--- src/rtl/muldiv_pkg.sv ---
// Shared types and constants for the MULT/DIV sequencer cluster.
package muldiv_pkg;

  typedef enum logic [2:0] {
    IDLE,
    LAUNCH,
    RUN_MULT,
    RUN_DIV,
    WRITE,
    DONE,
    EXC_DIV0,
    EXC_TO
  } muldiv_state_t;

  localparam logic OP_MULT = 1'b0;
  localparam logic OP_DIV  = 1'b1;

  localparam logic SEL_DIV  = 1'b0;
  localparam logic SEL_MULT = 1'b1;

  localparam int unsigned DEF_TIMEOUT_CYCLES = 40;

  // High/Low source mux follows the unit that produced the result.
  function automatic logic hilo_for_op(input logic op);
    return (op == OP_DIV) ? SEL_DIV : SEL_MULT;
  endfunction

endpackage

--- src/rtl/muldiv_sequencer_if.sv ---
// Control-unit / Mult-Div cluster handshake bundle for muldiv_sequencer.
// Optional abort input present when MULDIV_SEQ_ABORT_EN is defined.
interface muldiv_sequencer_if #(
  parameter int unsigned WIDTH = 32
);
  logic             start;
  logic             op;
  logic [WIDTH-1:0] divisor;
  logic             mult_stop;
  logic             div_stop;
  logic             div_zero;
`ifdef MULDIV_SEQ_ABORT_EN
  logic             abort;
`endif
  logic             mult_start;
  logic             div_start;
  logic             hilo_sel;
  logic             high_we;
  logic             low_we;
  logic             busy;
  logic             done;
  logic             div0_exc;
  logic             timeout_exc;

  // Control unit side.
  modport master (
    output start, op, divisor, mult_stop, div_stop, div_zero,
`ifdef MULDIV_SEQ_ABORT_EN
    output abort,
`endif
    input  mult_start, div_start, hilo_sel, high_we, low_we,
    input  busy, done, div0_exc, timeout_exc
  );

  // Sequencer side.
  modport slave (
    input  start, op, divisor, mult_stop, div_stop, div_zero,
`ifdef MULDIV_SEQ_ABORT_EN
    input  abort,
`endif
    output mult_start, div_start, hilo_sel, high_we, low_we,
    output busy, done, div0_exc, timeout_exc
  );
endinterface

--- src/rtl/muldiv_run_counter.sv ---
// Run-cycle counter with clear/enable and a registered terminal-count flag
// that is high while the count equals TIMEOUT_CYCLES-1.
module muldiv_run_counter
  import muldiv_pkg::*;
#(
  parameter  int unsigned TIMEOUT_CYCLES = DEF_TIMEOUT_CYCLES,
  localparam int unsigned CNT_W          = $clog2(TIMEOUT_CYCLES + 1)
) (
  input  logic clock,
  input  logic reset,
  input  logic clr_i,
  input  logic en_i,
  output logic term_o
);

  logic [CNT_W-1:0] cnt_q, cnt_d;
  logic             term_q, term_d;

  always_comb begin
    cnt_d = cnt_q;
    if (clr_i) begin
      cnt_d = '0;
    end else if (en_i) begin
      cnt_d = cnt_q + CNT_W'(1);
    end
    term_d = (cnt_d == CNT_W'(TIMEOUT_CYCLES - 1));
  end

  always_ff @(posedge clock or posedge reset) begin
    if (reset) begin
      cnt_q  <= '0;
      term_q <= 1'b0;
    end else begin
      cnt_q  <= cnt_d;
      term_q <= term_d;
    end
  end

  assign term_o = term_q;

endmodule

--- src/rtl/muldiv_sequencer.sv ---
// Sequences the Mult/Div units for MULT/DIV: launch, wait for stop, write
// High/Low, report done or exceptions. Optional abort: MULDIV_SEQ_ABORT_EN.
module muldiv_sequencer
  import muldiv_pkg::*;
#(
  parameter int unsigned WIDTH          = 32,
  parameter int unsigned TIMEOUT_CYCLES = DEF_TIMEOUT_CYCLES
) (
  input  logic                clock,
  input  logic                reset,
  muldiv_sequencer_if.slave   bus
);

  muldiv_state_t state_q, state_d;
  logic          op_q, op_d;
  logic          hilo_q, hilo_d;
  logic          mult_start_q, mult_start_d;
  logic          div_start_q, div_start_d;
  logic          we_q, we_d;
  logic          busy_q, busy_d;
  logic          done_q, done_d;
  logic          div0_q, div0_d;
  logic          to_q, to_d;
  logic          cnt_clr, cnt_en, cnt_term;
  logic          abort_w;
  logic [WIDTH-1:0] divisor_w;

  assign divisor_w = bus.divisor;

`ifdef MULDIV_SEQ_ABORT_EN
  assign abort_w = bus.abort;
`else
  assign abort_w = 1'b0;
`endif

  muldiv_run_counter #(
    .TIMEOUT_CYCLES (TIMEOUT_CYCLES)
  ) u_run_counter (
    .clock  (clock),
    .reset  (reset),
    .clr_i  (cnt_clr),
    .en_i   (cnt_en),
    .term_o (cnt_term)
  );

  // Next state, then registered outputs decoded from the next state.
  always_comb begin
    state_d = state_q;
    op_d    = op_q;
    hilo_d  = hilo_q;
    cnt_clr = (state_q == LAUNCH);
    cnt_en  = (state_q == RUN_MULT) || (state_q == RUN_DIV);

    case (state_q)
      IDLE: begin
        if (bus.start) begin
          op_d = bus.op;
          if ((bus.op == OP_DIV) && (divisor_w == '0)) begin
            state_d = EXC_DIV0;
          end else begin
            state_d = LAUNCH;
          end
        end
      end
      LAUNCH: begin
        if (abort_w)              state_d = IDLE;
        else if (op_q == OP_DIV)  state_d = RUN_DIV;
        else                      state_d = RUN_MULT;
      end
      RUN_MULT: begin
        if (abort_w)            state_d = IDLE;
        else if (bus.mult_stop) state_d = WRITE;
        else if (cnt_term)      state_d = EXC_TO;
      end
      RUN_DIV: begin
        if (abort_w)           state_d = IDLE;
        else if (bus.div_zero) state_d = EXC_DIV0;
        else if (bus.div_stop) state_d = WRITE;
        else if (cnt_term)     state_d = EXC_TO;
      end
      WRITE:    state_d = DONE;
      DONE:     state_d = IDLE;
      EXC_DIV0: state_d = IDLE;
      EXC_TO:   state_d = IDLE;
      default:  state_d = IDLE;
    endcase

    if (state_d == LAUNCH) begin
      hilo_d = hilo_for_op(op_d);
    end

    mult_start_d = (state_d == LAUNCH) && (op_d == OP_MULT);
    div_start_d  = (state_d == LAUNCH) && (op_d == OP_DIV);
    we_d         = (state_d == WRITE);
    done_d       = (state_d == DONE);
    div0_d       = (state_d == EXC_DIV0);
    to_d         = (state_d == EXC_TO);
    busy_d       = (state_d != IDLE);
  end

  always_ff @(posedge clock or posedge reset) begin
    if (reset) begin
      state_q      <= IDLE;
      op_q         <= OP_MULT;
      hilo_q       <= SEL_DIV;
      mult_start_q <= 1'b0;
      div_start_q  <= 1'b0;
      we_q         <= 1'b0;
      busy_q       <= 1'b0;
      done_q       <= 1'b0;
      div0_q       <= 1'b0;
      to_q         <= 1'b0;
    end else begin
      state_q      <= state_d;
      op_q         <= op_d;
      hilo_q       <= hilo_d;
      mult_start_q <= mult_start_d;
      div_start_q  <= div_start_d;
      we_q         <= we_d;
      busy_q       <= busy_d;
      done_q       <= done_d;
      div0_q       <= div0_d;
      to_q         <= to_d;
    end
  end

  assign bus.mult_start  = mult_start_q;
  assign bus.div_start   = div_start_q;
  assign bus.hilo_sel    = hilo_q;
  assign bus.high_we     = we_q;
  assign bus.low_we      = we_q;
  assign bus.busy        = busy_q;
  assign bus.done        = done_q;
  assign bus.div0_exc    = div0_q;
  assign bus.timeout_exc = to_q;

endmodule

--- src/flat_wrapper.sv ---
// flat-port wrapper written by rule: the top's interface ports become plain ports
module muldiv_sequencer_flat import muldiv_pkg::*;
#(
  parameter int unsigned WIDTH          = 32,
  parameter int unsigned TIMEOUT_CYCLES = DEF_TIMEOUT_CYCLES
)
  (clock, reset, bus_start, bus_op, bus_divisor, bus_mult_stop, bus_div_stop, bus_div_zero, bus_mult_start, bus_div_start, bus_hilo_sel, bus_high_we, bus_low_we, bus_busy, bus_done, bus_div0_exc, bus_timeout_exc);
  muldiv_sequencer_if #(.WIDTH(WIDTH)) bus_i ();
  input  logic clock;
  input  logic reset;
  input wire logic [$bits(bus_i.start)-1:0] bus_start;
  input wire logic [$bits(bus_i.op)-1:0] bus_op;
  input wire logic [$bits(bus_i.divisor)-1:0] bus_divisor;
  input wire logic [$bits(bus_i.mult_stop)-1:0] bus_mult_stop;
  input wire logic [$bits(bus_i.div_stop)-1:0] bus_div_stop;
  input wire logic [$bits(bus_i.div_zero)-1:0] bus_div_zero;
  output wire logic [$bits(bus_i.mult_start)-1:0] bus_mult_start;
  output wire logic [$bits(bus_i.div_start)-1:0] bus_div_start;
  output wire logic [$bits(bus_i.hilo_sel)-1:0] bus_hilo_sel;
  output wire logic [$bits(bus_i.high_we)-1:0] bus_high_we;
  output wire logic [$bits(bus_i.low_we)-1:0] bus_low_we;
  output wire logic [$bits(bus_i.busy)-1:0] bus_busy;
  output wire logic [$bits(bus_i.done)-1:0] bus_done;
  output wire logic [$bits(bus_i.div0_exc)-1:0] bus_div0_exc;
  output wire logic [$bits(bus_i.timeout_exc)-1:0] bus_timeout_exc;
  assign bus_i.start = bus_start;
  assign bus_i.op = bus_op;
  assign bus_i.divisor = bus_divisor;
  assign bus_i.mult_stop = bus_mult_stop;
  assign bus_i.div_stop = bus_div_stop;
  assign bus_i.div_zero = bus_div_zero;
  assign bus_mult_start = bus_i.mult_start;
  assign bus_div_start = bus_i.div_start;
  assign bus_hilo_sel = bus_i.hilo_sel;
  assign bus_high_we = bus_i.high_we;
  assign bus_low_we = bus_i.low_we;
  assign bus_busy = bus_i.busy;
  assign bus_done = bus_i.done;
  assign bus_div0_exc = bus_i.div0_exc;
  assign bus_timeout_exc = bus_i.timeout_exc;
  muldiv_sequencer #(.WIDTH(WIDTH), .TIMEOUT_CYCLES(TIMEOUT_CYCLES)) u_core (.clock(clock), .reset(reset), .bus(bus_i));
endmodule
--- config.mk ---
export PLATFORM = sky130hd
export DESIGN_NAME = muldiv_sequencer_flat
export DESIGN_NICKNAME = d
export VERILOG_FILES = /design/src/rtl/muldiv_pkg.sv /design/src/rtl/muldiv_sequencer_if.sv /design/src/rtl/muldiv_run_counter.sv /design/src/rtl/muldiv_sequencer.sv /design/src/flat_wrapper.sv
export SDC_FILE = /design/constraint.sdc
export NUM_CORES = 1
export LEC_CHECK = 0
export CAP_MARGIN = 20
export CORE_MARGIN = 2
export CORE_UTILIZATION = 39
export CTS_CLUSTER_SIZE = 40
export DETAILED_ROUTE_END_ITERATION = 10
export PLACE_DENSITY_LB_ADDON = 0.05
export SETUP_SLACK_MARGIN = 0.1
export SLEW_MARGIN = 20
export SYNTH_ARGS = -nofsm -noshare
export SYNTH_HDL_FRONTEND = slang
export SYNTH_SLANG_ARGS = --single-unit
export TNS_END_PERCENT = 100
--- constraint.sdc ---
create_clock -name clock -period 2.3 [get_ports clock]
set_input_delay 0.345 -clock clock [delete_from_list [all_inputs] [get_ports clock]]
set_output_delay 0.345 -clock clock [all_outputs]
set_load 0.02 [all_outputs]
==> impl_table.tex <==
\begin{tabular}{lr}
\hline
Metric & Value \\
\hline
\multicolumn{2}{l}{\textbf{Routing}} \\
Average routed wire per standard cell & 13.1 um \\
Drt first-iter violations & 6 \\
Post-detailed-routing wire length & 2.34 mm \\
Via total after detailed routing & 923 \\
Final antenna-violating net count & 0 \\
Vias per Instance & 5.19 \\
First-pass detailed-route iteration total & 4 \\
Total DRC errors in the routed layout & 0 \\
\multicolumn{2}{l}{\textbf{Final layout}} \\
Share of final-layout standard cells stronger than drive strength 1 & 5.41\% \\
P\&R area growth vs syn & 52.6\% \\
Top library cells by usage in the layout, fill and taps aside & 47 x sky130\_fd\_sc\_hd\_\_clkdlybuf4s50\_1, 19 x sky130\_fd\_sc\_hd\_\_dfrtp\_1, 8 x sky130\_fd\_sc\_hd\_\_o21ai\_0, 8 x sky130\_fd\_sc\_hd\_\_nor2\_1, 8 x sky130\_fd\_sc\_hd\_\_nand2\_1 \\
Utilization after layout & 61.5\% \\
Most frequent standard cell in the layout excluding fill and tap cells & sky130\_fd\_sc\_hd\_\_clkdlybuf4s50\_1 \\
Antenna diode count & 0 \\
Count of non-filler cells in the finished layout & 178 \\
Nets & 189 \\
\multicolumn{2}{l}{\textbf{STA}} \\
Achievable Freq & 508 MHz \\
Post-Route Skew & 0.00349 ns \\
RSZ-0062 raised after global routing & no \\
Total count of hold-check failures in the final report & 0 \\
\# setup viols final & 0 \\
Final Max Tran Viols & 0 \\
Worst-Margin Slew & 0.714 ns \\
Final-layout setup total negative slack & 0 ns \\
Period utilisation layout & 85.5\% \\
Post-route minimum period & 1.97 ns \\
Remaining max-slew budget at the tightest pin & 52.3\% \\
\multicolumn{2}{l}{\textbf{Floorplanning}} \\
Ports placed on the boundary & 48 \\
Starting density of the core & 40.3\% \\
Total die area & 2930 um\^{}2 \\
Core region area & 2430 um\^{}2 \\
Row Count & 18 \\
Chip Width & 54.1 um \\
Floorplan die height & 54.1 um \\
\multicolumn{2}{l}{\textbf{Synthesis}} \\
Count of cell types in the netlist & 35 \\
Post-Synthesis Cell Area & 980 um\^{}2 \\
Multiplexer fraction of the synthesized cell area & 1.02\% \\
Post-synth EDFFs & 0 \\
Cell taking the most area after synthesis & sky130\_fd\_sc\_hd\_\_dfrtp\_1 \\
Synth warn & 0 \\
Post-Synth Adder-Cell Area & 1.28\% \\
Compound-gate portion of the synthesized area & 11.6\% \\
Dominant combinational cell family by area after synthesis & simple AND/OR/NAND/NOR gates \\
Largest cells by area after synthesis & sky130\_fd\_sc\_hd\_\_dfrtp\_1 49\%, sky130\_fd\_sc\_hd\_\_o21ai\_0 4.1\%, sky130\_fd\_sc\_hd\_\_nor4\_1 3.8\% \\
Nets in the synthesized netlist & 141 \\
Fraction of registers with async set/reset & 100\% \\
Synthesized instance count & 101 \\
Syn Area/Cell & 9.70 um\^{}2 \\
Area share of xor/xnor cells in the synthesized design & 2.68\% \\
Post-synthesis sequential area ratio & 48.5\% \\
Synth top area share & 48.5\% \\
Basic-gate share of the synthesized area counting and, or, nand and nor cells & 30.1\% \\
Leading register cell type out of synthesis & sky130\_fd\_sc\_hd\_\_dfrtp\_1 \\
Number of synthesized register bits & 19 \\
\multicolumn{2}{l}{\textbf{Worst setup path}} \\
Crit path depth & 6 \\
Type of origin of the critical path & input port \\
Critical path type & in -> reg \\
Total buffers and inverters traversed by the critical path & 1 \\
Critical path destination & u\_core.bus.busy \\
Crit path from & bus\_divisor[12] \\
Largest fanout on the critical path & 5 \\
Cell-by-cell listing of the critical path & clkdlybuf4s50\_1 > or4\_4 > nor3\_4 > nand3\_2 > o22a\_1 > or3b\_1 \\
Nature of the critical path endpoint & flip-flop \\
R2r setup slk & 0.52 ns \\
Critical path's top delay family & simple AND/OR/NAND/NOR gates \\
Library cell contributing the largest single delay on the critical path & sky130\_fd\_sc\_hd\_\_or4\_4 \\
Required time at the endpoint of the critical path & 2.49 ns \\
Number of cells on the worst reg-to-reg path & 3 \\
Critical path arrival & 2.15 ns \\
Critical R2R Capture & u\_core.bus.timeout\_exc \\
Highest cell delay on the worst timing path & 0.55 ns \\
RR Startpoint & u\_core.state\_q[0] \\
\multicolumn{2}{l}{\textbf{Run status}} \\
Result of the run & complete, no violations \\
\multicolumn{2}{l}{\textbf{Global route}} \\
Vias in the first global route & 940 \\
Overall overflow remaining after global route & 0 \\
Wire length of the first global-routing pass & 3.77 mm \\
Aggregate global-route resource usage & 18.4\% \\
Number of antenna violations at the first check in global routing & 0 \\
Maximum number of pins on one net before global-route repair & 20 \\
\multicolumn{2}{l}{\textbf{Power}} \\
Worst vdd ir & 0.729 mV \\
Pwr Total & 0.00133 W \\
Leakage power figure & 0.622 nW \\
Pwr dens & 889 nW/um\^{}2 \\
\multicolumn{2}{l}{\textbf{CTS}} \\
Number of clock buffers inserted by TritonCTS & 3 \\
CTS root buffer & sky130\_fd\_sc\_hd\_\_clkbuf\_4 \\
Number of gates given a new drive strength after cts & 0 \\
Count of hold-fix buffers inserted at cts & 0 \\
Depth of the CTS H-tree & 1 \\
Post-CTS setup buffers & 0 \\
Num Clock Sinks & 19 \\
TritonCTS clock tree & yes \\
Clk pin slew, worst setup/hold paths & 0.11 ns \\
Clk\_lat worst skew & 0.30 ns \\
Clock tree buffer depth & 2 \\
\multicolumn{2}{l}{\textbf{Placement}} \\
Final estimated routing congestion in global placement & 0.693 \\
Half-perimeter wire length of the detailed placement result & 1.88 mm \\
\# port buffers & 47 \\
Number of placed instances, taps included & 174 \\
\multicolumn{2}{l}{\textbf{Flow run}} \\
Max-capacitance violation count & 0 \\
\multicolumn{2}{l}{\textbf{Min path}} \\
Worst hold path class & in -> async \\
\hline
\end{tabular}
## worst register-to-register path, delay by kind of cell (launching register included)
family	cells	cell delay (ns)
AND/OR/NAND/NOR	2	0.92
flip-flops	1	0.52
AO/OA/AOI/OAI	1	0.27
## power by group
part           leakage, nW  total [W]  internal, W  switching [W]
sequential           0.250   0.000551     0.000438       0.000113
clock               0.0177   0.000167    0.0000648       0.000102
combinational        0.354   0.000611     0.000302       0.000310
total                0.622    0.00133     0.000805       0.000524
## final cells by class
cell class                      count  area, um^2
Multi-Input combinational cell     71         458
Fill cell                         229         937
Clock inverter                      1        5.00
Timing Repair Buffer               47         470
Tap cell                           30        37.5
Inverter                            7        26.3
Clock buffer                        3        22.5
Sequential cell                    19         475
## metal layers
| layer | vias up | track usage, % | share of wire (%) |
|---|---|---|---|
| li1 | 457 | - | - |
| met1 | 431 | 21.9 | 44 |
| met2 | 30 | 30.5 | 48 |
| met3 | 5 | 5.00 | 6.6 |
| met4 | 0 | 8.33 | 1.6 |
| met5 | - | 0 | 0 |
## registers in the layout (all words and copies together) (netlist names)
name and cells:
u_core.u_run_counter.cnt_q 6, u_core.bus.div0_exc 1, u_core.bus.div_start 1, u_core.bus.timeout_exc 1
u_core.bus.high_we 1, u_core.state_q 3, u_core.bus.busy 1, u_core.op_q 1
u_core.bus.hilo_sel 1, u_core.u_run_counter.term_o 1, u_core.bus.mult_start 1, u_core.bus.done 1
## through the flow
stage	instance area, um^2	setup slack, ns	hold slack [ns]
2_1_floorplan	980	0.524	0.296
3_3_place_gp	1470	0.0554	0.468
3_5_place_dp	1470	0.0137	0.479
4_1_cts	1500	0.334	0.471
5_1_grt	1500	0.295	0.527
6_report	1500	0.333	0.449
## worst min path at each step
stage / start / end / slack, ns / cells past startpoint
floorplan: reset / u_core.bus.busy / 0.30 / 1
global placement: u_core.bus.hilo_sel / u_core.bus.hilo_sel / 0.47 / 1
CTS: reset / u_core.u_run_counter.term_o / 0.47 / 2
global route: reset / u_core.u_run_counter.cnt_q[5] / 0.53 / 2
finish: reset / u_core.u_run_counter.term_o / 0.45 / 2
detailed placement: u_core.bus.hilo_sel / u_core.bus.hilo_sel / 0.48 / 1
## synth_stat cells (2+ instances only)
cell type / n
sky130_fd_sc_hd__nor3b_1: 4
sky130_fd_sc_hd__nand2_1: 8
sky130_fd_sc_hd__clkbuf_1: 2
sky130_fd_sc_hd__a21oi_1: 3
sky130_fd_sc_hd__nor4b_1: 2
sky130_fd_sc_hd__dfrtp_1: 19
sky130_fd_sc_hd__nor2_1: 8
sky130_fd_sc_hd__nor4_1: 6
sky130_fd_sc_hd__nand4_1: 3
sky130_fd_sc_hd__or3_1: 2
sky130_fd_sc_hd__inv_1: 7
sky130_fd_sc_hd__nor3_1: 3
sky130_fd_sc_hd__o21ai_0: 8
sky130_fd_sc_hd__nor2b_1: 2
sky130_fd_sc_hd__o21a_1: 3
sky130_fd_sc_hd__xor2_1: 2
## kinds of logic (layout without fill, tap and decap cells)
logic type | after synthesis | after routing
multiplexers | 1 | 1
XOR/XNOR | 3 | 3
buffers and inverters | 11 | 58
flip-flops | 19 | 19
AND/OR/NAND/NOR | 48 | 48
AO/OA/AOI/OAI | 18 | 18
adder cells (fa/ha/maj) | 1 | 1
Power figures use the tool's default switching activity.
